[src/rtl/dual_port_ram_pkg.sv]
// Shared definitions for the dual-port RAM slice.
//   RAM_*_DEFAULT : default geometry used by the interface and top parameters
//   ram_word_t    : one data word at the default width
package dual_port_ram_pkg;

    localparam int RAM_WIDTH_DEFAULT = 8;
    localparam int ADDR_SIZE_DEFAULT = 4;
    localparam int RAM_DEPTH_DEFAULT = 16;

    typedef logic [RAM_WIDTH_DEFAULT-1:0] ram_word_t;

endpackage

[src/rtl/dual_port_ram_if.sv]
// Bus bundle for the dual-port RAM: one write port, one read port.
//   data_in/wr_addr/write_en : write port (master -> slave)
//   rd_addr/read_en          : read request (master -> slave)
//   data_out                 : registered read data (slave -> master)
interface dual_port_ram_if
    import dual_port_ram_pkg::*;
#(
    parameter int ram_width = RAM_WIDTH_DEFAULT,
    parameter int addr_size = ADDR_SIZE_DEFAULT
);

    logic [ram_width-1:0] data_in;
    logic [addr_size-1:0] wr_addr;
    logic                 write_en;
    logic [addr_size-1:0] rd_addr;
    logic                 read_en;
    logic [ram_width-1:0] data_out;

    modport master (
        output data_in, wr_addr, write_en, rd_addr, read_en,
        input  data_out
    );

    modport slave (
        input  data_in, wr_addr, write_en, rd_addr, read_en,
        output data_out
    );

endinterface

[src/rtl/dpr_mem_array.sv]
// Resettable register-array storage with write decode and a combinational
// read mux.
//   clk, reset : clock, async active-high clear of every word
//   we         : write strobe, already qualified as in range by the caller
//   wr_addr    : write address;  wr_data : write word
//   rd_addr    : read address;   rd_data : mem[rd_addr], 0 past the last word
module dpr_mem_array #(
    parameter int width     = 8,
    parameter int addr_size = 4,
    parameter int depth     = 16
) (
    input  logic                 clk,
    input  logic                 reset,
    input  logic                 we,
    input  logic [addr_size-1:0] wr_addr,
    input  logic [width-1:0]     wr_data,
    input  logic [addr_size-1:0] rd_addr,
    output logic [width-1:0]     rd_data
);

    logic [depth-1:0][width-1:0] mem;

    for (genvar w = 0; w < depth; w++) begin : g_word
        localparam logic [addr_size-1:0] IDX = addr_size'(w);
        logic [width-1:0] word;

        always_ff @(posedge clk or posedge reset) begin
            if (reset)
                word <= '0;
            else if (we && wr_addr == IDX)
                word <= wr_data;
        end

        assign mem[w] = word;
    end

    // Compare-and-select instead of mem[rd_addr] so an address past the
    // last word never indexes outside the array.
    always_comb begin
        rd_data = '0;
        for (int i = 0; i < depth; i++)
            if (rd_addr == addr_size'(i))
                rd_data = mem[i];
    end

endmodule

[src/rtl/dual_port_ram.sv]
// Simple dual-port synchronous RAM: independent write and read ports on one
// clock, registered read data, whole array cleared by reset.
//   clk   : clock, all state changes on its rising edge
//   reset : async active-high, clears data_out and every word
//   bus   : dual_port_ram_if slave (write port, read port, data_out)
module dual_port_ram
    import dual_port_ram_pkg::*;
#(
    parameter int ram_width = RAM_WIDTH_DEFAULT,
    parameter int addr_size = ADDR_SIZE_DEFAULT,
    parameter int ram_depth = RAM_DEPTH_DEFAULT
) (
    input  logic            clk,
    input  logic            reset,
    dual_port_ram_if.slave  bus
);

    if (ram_depth > 2**addr_size) begin : g_bad_depth
        $error("dual_port_ram: ram_depth exceeds 2**addr_size");
    end

    // One extra bit so depth == 2**addr_size is representable.
    localparam logic [addr_size:0] DEPTH_L = (addr_size+1)'(ram_depth);

    logic                 wr_ok;
    logic                 rd_ok;
    logic                 wr_hit;
    logic [ram_width-1:0] rd_word;
    logic [ram_width-1:0] data_q;

    assign wr_ok  = {1'b0, bus.wr_addr} < DEPTH_L;
    assign rd_ok  = {1'b0, bus.rd_addr} < DEPTH_L;
    // Same-cycle write to the word being read: return the new data.
    assign wr_hit = bus.write_en && wr_ok && (bus.wr_addr == bus.rd_addr);

    dpr_mem_array #(
        .width     (ram_width),
        .addr_size (addr_size),
        .depth     (ram_depth)
    ) u_mem (
        .clk     (clk),
        .reset   (reset),
        .we      (bus.write_en && wr_ok),
        .wr_addr (bus.wr_addr),
        .wr_data (bus.data_in),
        .rd_addr (bus.rd_addr),
        .rd_data (rd_word)
    );

    always_ff @(posedge clk or posedge reset) begin
        if (reset)
            data_q <= '0;
        else if (bus.read_en) begin
            if (!rd_ok)
                data_q <= '0;
            else if (wr_hit)
                data_q <= bus.data_in;
            else
                data_q <= rd_word;
        end
    end

    assign bus.data_out = data_q;

endmodule

[src/flat_wrapper.sv]
// flat-port wrapper written by rule: the top's interface ports become plain ports
module dual_port_ram_flat import dual_port_ram_pkg::*;
#(
    parameter int ram_width = RAM_WIDTH_DEFAULT,
    parameter int addr_size = ADDR_SIZE_DEFAULT,
    parameter int ram_depth = RAM_DEPTH_DEFAULT
)
  (clk, reset, bus_data_in, bus_wr_addr, bus_write_en, bus_rd_addr, bus_read_en, bus_data_out);
  dual_port_ram_if #(.ram_width(ram_width), .addr_size(addr_size)) bus_i ();
  input  logic clk;
  input  logic reset;
  input wire logic [$bits(bus_i.data_in)-1:0] bus_data_in;
  input wire logic [$bits(bus_i.wr_addr)-1:0] bus_wr_addr;
  input wire logic [$bits(bus_i.write_en)-1:0] bus_write_en;
  input wire logic [$bits(bus_i.rd_addr)-1:0] bus_rd_addr;
  input wire logic [$bits(bus_i.read_en)-1:0] bus_read_en;
  output wire logic [$bits(bus_i.data_out)-1:0] bus_data_out;
  assign bus_i.data_in = bus_data_in;
  assign bus_i.wr_addr = bus_wr_addr;
  assign bus_i.write_en = bus_write_en;
  assign bus_i.rd_addr = bus_rd_addr;
  assign bus_i.read_en = bus_read_en;
  assign bus_data_out = bus_i.data_out;
  dual_port_ram #(.ram_width(ram_width), .addr_size(addr_size), .ram_depth(ram_depth)) u_core (.clk(clk), .reset(reset), .bus(bus_i));
endmodule
[config.mk]
export PLATFORM = sky130hd
export DESIGN_NAME = dual_port_ram_flat
export DESIGN_NICKNAME = d
export VERILOG_FILES = /design/src/rtl/dual_port_ram_pkg.sv /design/src/rtl/dual_port_ram_if.sv /design/src/rtl/dpr_mem_array.sv /design/src/rtl/dual_port_ram.sv /design/src/flat_wrapper.sv
export SDC_FILE = /design/constraint.sdc
export NUM_CORES = 1
export LEC_CHECK = 0
export CORE_MARGIN = 2
export CORE_UTILIZATION = 60
export DETAILED_ROUTE_END_ITERATION = 10
export PLACE_DENSITY = 0.76
export SYNTH_ARGS = -nofsm -noshare
export SYNTH_HDL_FRONTEND = slang
export SYNTH_SLANG_ARGS = --single-unit
[constraint.sdc]
create_clock -name clk -period 5.4 [get_ports clk]
set_clock_uncertainty 0.05 [all_clocks]
set_input_delay 1.08 -clock clk [delete_from_list [all_inputs] [get_ports clk]]
set_output_delay 1.08 -clock clk [all_outputs]
set_load 0.03 [all_outputs]
# --- After elaboration in Yosys (flattened, before gate mapping) ---
# Cells that the tools add are included.
word_totals:
  in_bits: 20
  reg_bits: 136
  wordCells: 84
  out_inout_bits: 8
op_classes:
  n_reduce_logical: 19
  muxes: 17
  n_eq_ne: 31
ops:
  columns: ["cell", "n"]
  rows:
  - ["2-to-1 mux 8 bit", 17]
  - ["equality test 4 bit, second input constant", 16]
  - ["equality test 4 x 3 -> 1 bit, second input constant", 8]
  - ["logical AND 1 bit", 17]
  - ["equality test 4 x 2 -> 1 bit, second input constant", 4]
  - ["equality test 4 x 1 -> 1 bit, second input constant", 2]
  - ["logical NOT 4 bit", 2]
  - ["equality test 4 bit", 1]

# --- Longest topological paths before layout ---
depth:
  depth_word: 18
  depth_mapped: 8
  mapped_depth_nobuf: 5

# --- Cells and area by module ---
# A second synthesis with hierarchy kept.
unflattened:
  cells_unflattened: 529
  hier_area_um2: 6771.5
by_module_without_submodules:
  columns: ["module", "area_each_um2", "n_inst", "cells_per_inst", "seq_area_each_um2"]
  rows:
  - ["dpr_mem_array", 6276.0, 1, 470, 3203.1]
  - ["dual_port_ram", 495.5, 1, 59, 200.2]

# --- Worst setup path after synthesis ---
# OpenSTA, ideal clock, no wires.
synth_path:
  path_kind: "input to register"
  startpoint: "input port bus_rd_addr[0]"
  endpoint: "register u_core.data_q[4], in the netlist u_core.bus.data_out[4]"
  cell_stages: 7
  setup_slack_ps: 2967
  t_required_ps: 5213
  path_buffers: 2
  setup_time_ps: 137
  arrival_time_ps: 2246
  path_cell_list: "buf_6 buf_12 mux4_2 nor2_1 nor3_1 a2111oi_2 o22ai_1"
synth_via:
  elab_chain_cells: 18
  elab_cells_between_ends: 35
  classes_between: "eq/ne (16); mux (17); reduce/logical (2)"
synth_rtl:
  columns: ["item", "line", "source"]
  rows:
  - ["start: declaration", "flat_wrapper.sv:15", "input wire logic [$bits(bus_i.rd_addr)-1:0] bus_rd_addr;"]
  - ["logical NOT 4 bit", "dpr_mem_array.sv:42", "if (rd_addr == addr_size'(i))"]
  - ["2-to-1 mux 8 bit (16 in series)", "dpr_mem_array.sv:42", null]
  - ["2-to-1 mux 8 bit (*)", "dual_port_ram.sv:56", "else if (wr_hit)"]
  - ["end signal: assignment", "dual_port_ram.sv:57", "data_q <= bus.data_in;"]
  - ["end signal: assignment", "dual_port_ram.sv:59", "data_q <= rd_word;"]
  - ["end: declaration", "dual_port_ram.sv:29", "logic [ram_width-1:0] data_q;"]
# Every way passes the cells marked *; elsewhere a longest branch is shown, timed or not.
# A chain may end at the register's enable or synchronous reset.

# --- Worst setup path after layout ---
layout_path:
  startpoint: "input port bus_rd_addr[1]"
  endpoint: "register u_core.data_q[6], in the netlist u_core.bus.data_out[6]"
# Same word-level chain as after synthesis.

==> impl_metrics.toml <==
[outcome]
outcome = "completed"

[clock_network]
cts_hold_buf = 0
cts_setup_buffers = 0
path_clk_slew_ps = 60
post_cts_resized = 0
cts-buffers-inserted = 17
htreeDepth = 4
cts.path.max_buffers = 2
clock-sinks = 136
cts-root-buf = "clkbuf_16"
worstSkewPairLatency_ps = 430
cts_tree = "built"

[final_layout]
final_common_cell = "dfrtp_1"
stdcell_area_um2 = 7630
area_growth_syn_to_layout_pct = 12.0
antenna_cells = 0
final_layout_size_suffix_gt1_frac = 0.342
finish.utilization = 0.694
final_cell_mix = "136 x dfrtp_1, 135 x mux2_2, 26 x clkdlybuf4s50_1"
layout.nets = 574

[worst_setup_path]
r2r_start = "u_core.u_mem.g_word[3].word[3]"
critPathMaxFanout = 19
startpoint = "bus_rd_addr[1]"
crit_required_ps = 5690
end_kind = "flop"
r2r.worst_path.cells = 5
reg2reg_to = "u_core.bus.data_out[3]"
crit_path_end = "u_core.bus.data_out[6]"
cp.arrival_ps = 3730
critical_path_class = "in2reg"
critPathLaunchType = "input pin"
r2r_setup_slack_ps = 3630

[placed_design]
hpwl_um = 11500
dp_slack_ps = 1630
gp_congestion = 0.959
portBuffers = 27
place_area_um2 = 7040

[detailed_routing]
vias_per_cell = 6.78
wire_per_inst_um = 24.9
routed_wirelength_um = 17600
drt.antenna.violating_nets = 0
drtIter0Drc = 459
drt_first_pass_iters = 5
drc = 0
vias = 4791

[sta]
fmax_mhz = 291
finalCritPeriodShare = 0.637
fin_crit_ps = 3440
grt_setup_unrepaired = "no"
setup_ws_ps = 1960
drv_slew = 0
setup_violations = 0
hold_violations = 0
tightest_slew_ps = 1110
relSlewSlack = 0.259
finalSetupTns_ps = 0

[synth]
ys_seq_area_frac = 0.500
synth_nets = 562
synth-seq-cells = 136
syn_area_um2 = 6810
yosysWarnings = 0
synthFlopType = "dfrtp_1"
syn_inst = 542
yosysUniqueCellTypes = 63
avgSynthCellArea_um2 = 12.6
synth_edf_count = 0
async_reset_ff_frac = 1.00

[pwr]
ir_worst_vdd_uv = 341
p_leak_nw = 3.16
powerDensity_nw_per_um2 = 406

[die]
die_x_um = 111
core-area_um2 = 11000
dieArea_um2 = 12200
rows = 38
die_h_um = 111
ios = 28
start_util = 0.620

[grt]
grt_pass1_vias = 4925
grt_use_total = 0.303
grt_max_degree = 108
grt_antenna_before_repair = 0
overflow = 0
grt_pass1_wl_um = 28100

[hold_path]
hp-class = "reg2reg"
worstHoldStart = "u_core.u_mem.g_word[12].word[6]"

[job]
drv_cap = 0
==> routing by layer <==
layer / routed length, µm / track usage / up-vias
met2: 8140 / 0.449 / 196
met4: 414 / 0.0983 / 0
met1: 7680 / 0.428 / 2521
met3: 1390 / 0.0960 / 38
met5: 0 / 0 / -
li1: - / - / 2036
==> registers in the layout, indices dropped and copies added (netlist names) <==
register and count:
u_core.bus.data_out 8, u_core.u_mem.g_word.word 128
==> Yosys cell counts (all sizes together), types with 2 or more instances <==
cell,n,share of area
dfrtp,136,0.50
mux2,136,0.22
nor2,31,0.020
buf,26,0.030
a21oi,17,0.013
nand2,15,0.0083
o21ai,15,0.011
clkbuf,13,0.0073
a211oi,11,0.013
mux2i,10,0.015
nor3,9,0.0066
a31oi,8,0.0073
nand2b,8,0.0073
nor2b,8,0.0073
mux4,7,0.023
nand3,7,0.0051
o22ai,7,0.0064
a221oi,6,0.0086
inv,6,0.0033
o221ai,6,0.0077
a22oi,4,0.0044
and2,4,0.0037
nor3b,4,0.0044
xnor2,4,0.0051
a2111oi,3,0.0084
nand3b,3,0.0033
nand4,3,0.0028
o311a,3,0.0044
or3,3,0.0028
a311oi,2,0.0026
o21a,2,0.0022
o2bb2ai,2,0.0026
o31ai,2,0.0022
o32ai,2,0.0026
or2b,2,0.0022
==> worst min-delay path by stage <==
| stage | endpoint | slack, ps | depth (start not counted) |
|---|---|---|---|
| 2_1_floorplan | u_core.u_mem.g_word[4].word[3] | 410 | 1 |
| 3_3_place_gp | u_core.u_mem.g_word[2].word[4] | 430 | 1 |
| 3_5_place_dp | u_core.u_mem.g_word[4].word[1] | 440 | 1 |
| 4_1_cts | u_core.u_mem.g_word[12].word[4] | 450 | 1 |
| 5_1_grt | u_core.u_mem.g_word[2].word[7] | 460 | 1 |
| 6_report | u_core.u_mem.g_word[12].word[6] | 450 | 1 |
==> power by group <==
| group | total, mW | switching, mW | internal, mW |
|---|---|---|---|
| registers | 1.39 | 0.142 | 1.25 |
| clock network | 1.15 | 0.444 | 0.704 |
| logic | 0.554 | 0.257 | 0.296 |
| total | 3.10 | 0.843 | 2.25 |
==> through the flow <==
step / hold slack, ps / total power, mW / instances
final: 448 / 3.10 / 707
after global routing: 456 / 3.22 / 707
after CTS: 452 / 3.09 / 707
after detailed placement: 439 / 1.95 / 675
after global placement: 431 / 1.92 / 675
after floorplan: 415 / 1.77 / 542
==> kinds of logic after synthesis <==
group	synth area share
buffers and inverters	0.0411
xor gates and xnor gates	0.00514
and+or+nand+nor	0.0808
AOI/OAI and AO/OA	0.111
DFF	0.500
muxes	0.263
==> area by class of cell <==
type                       count  area (µm²)
multi-input combinational    360        3130
inverter                       7        31.3
sequential                   136        3400
timing repair buffer          32         303
clock buffer                  22         464
clock inverter                10         121
fill                         801        3360
tap                          140         175
==> worst max-delay path: stages <==
cell and delay (ps):
clkdlybuf4s50_1 1100, nor2b_1 810, a221oi_1 230, a31oi_1 200
o221ai_1 140, o22ai_1 160
(Power assumes the default switching activity.)
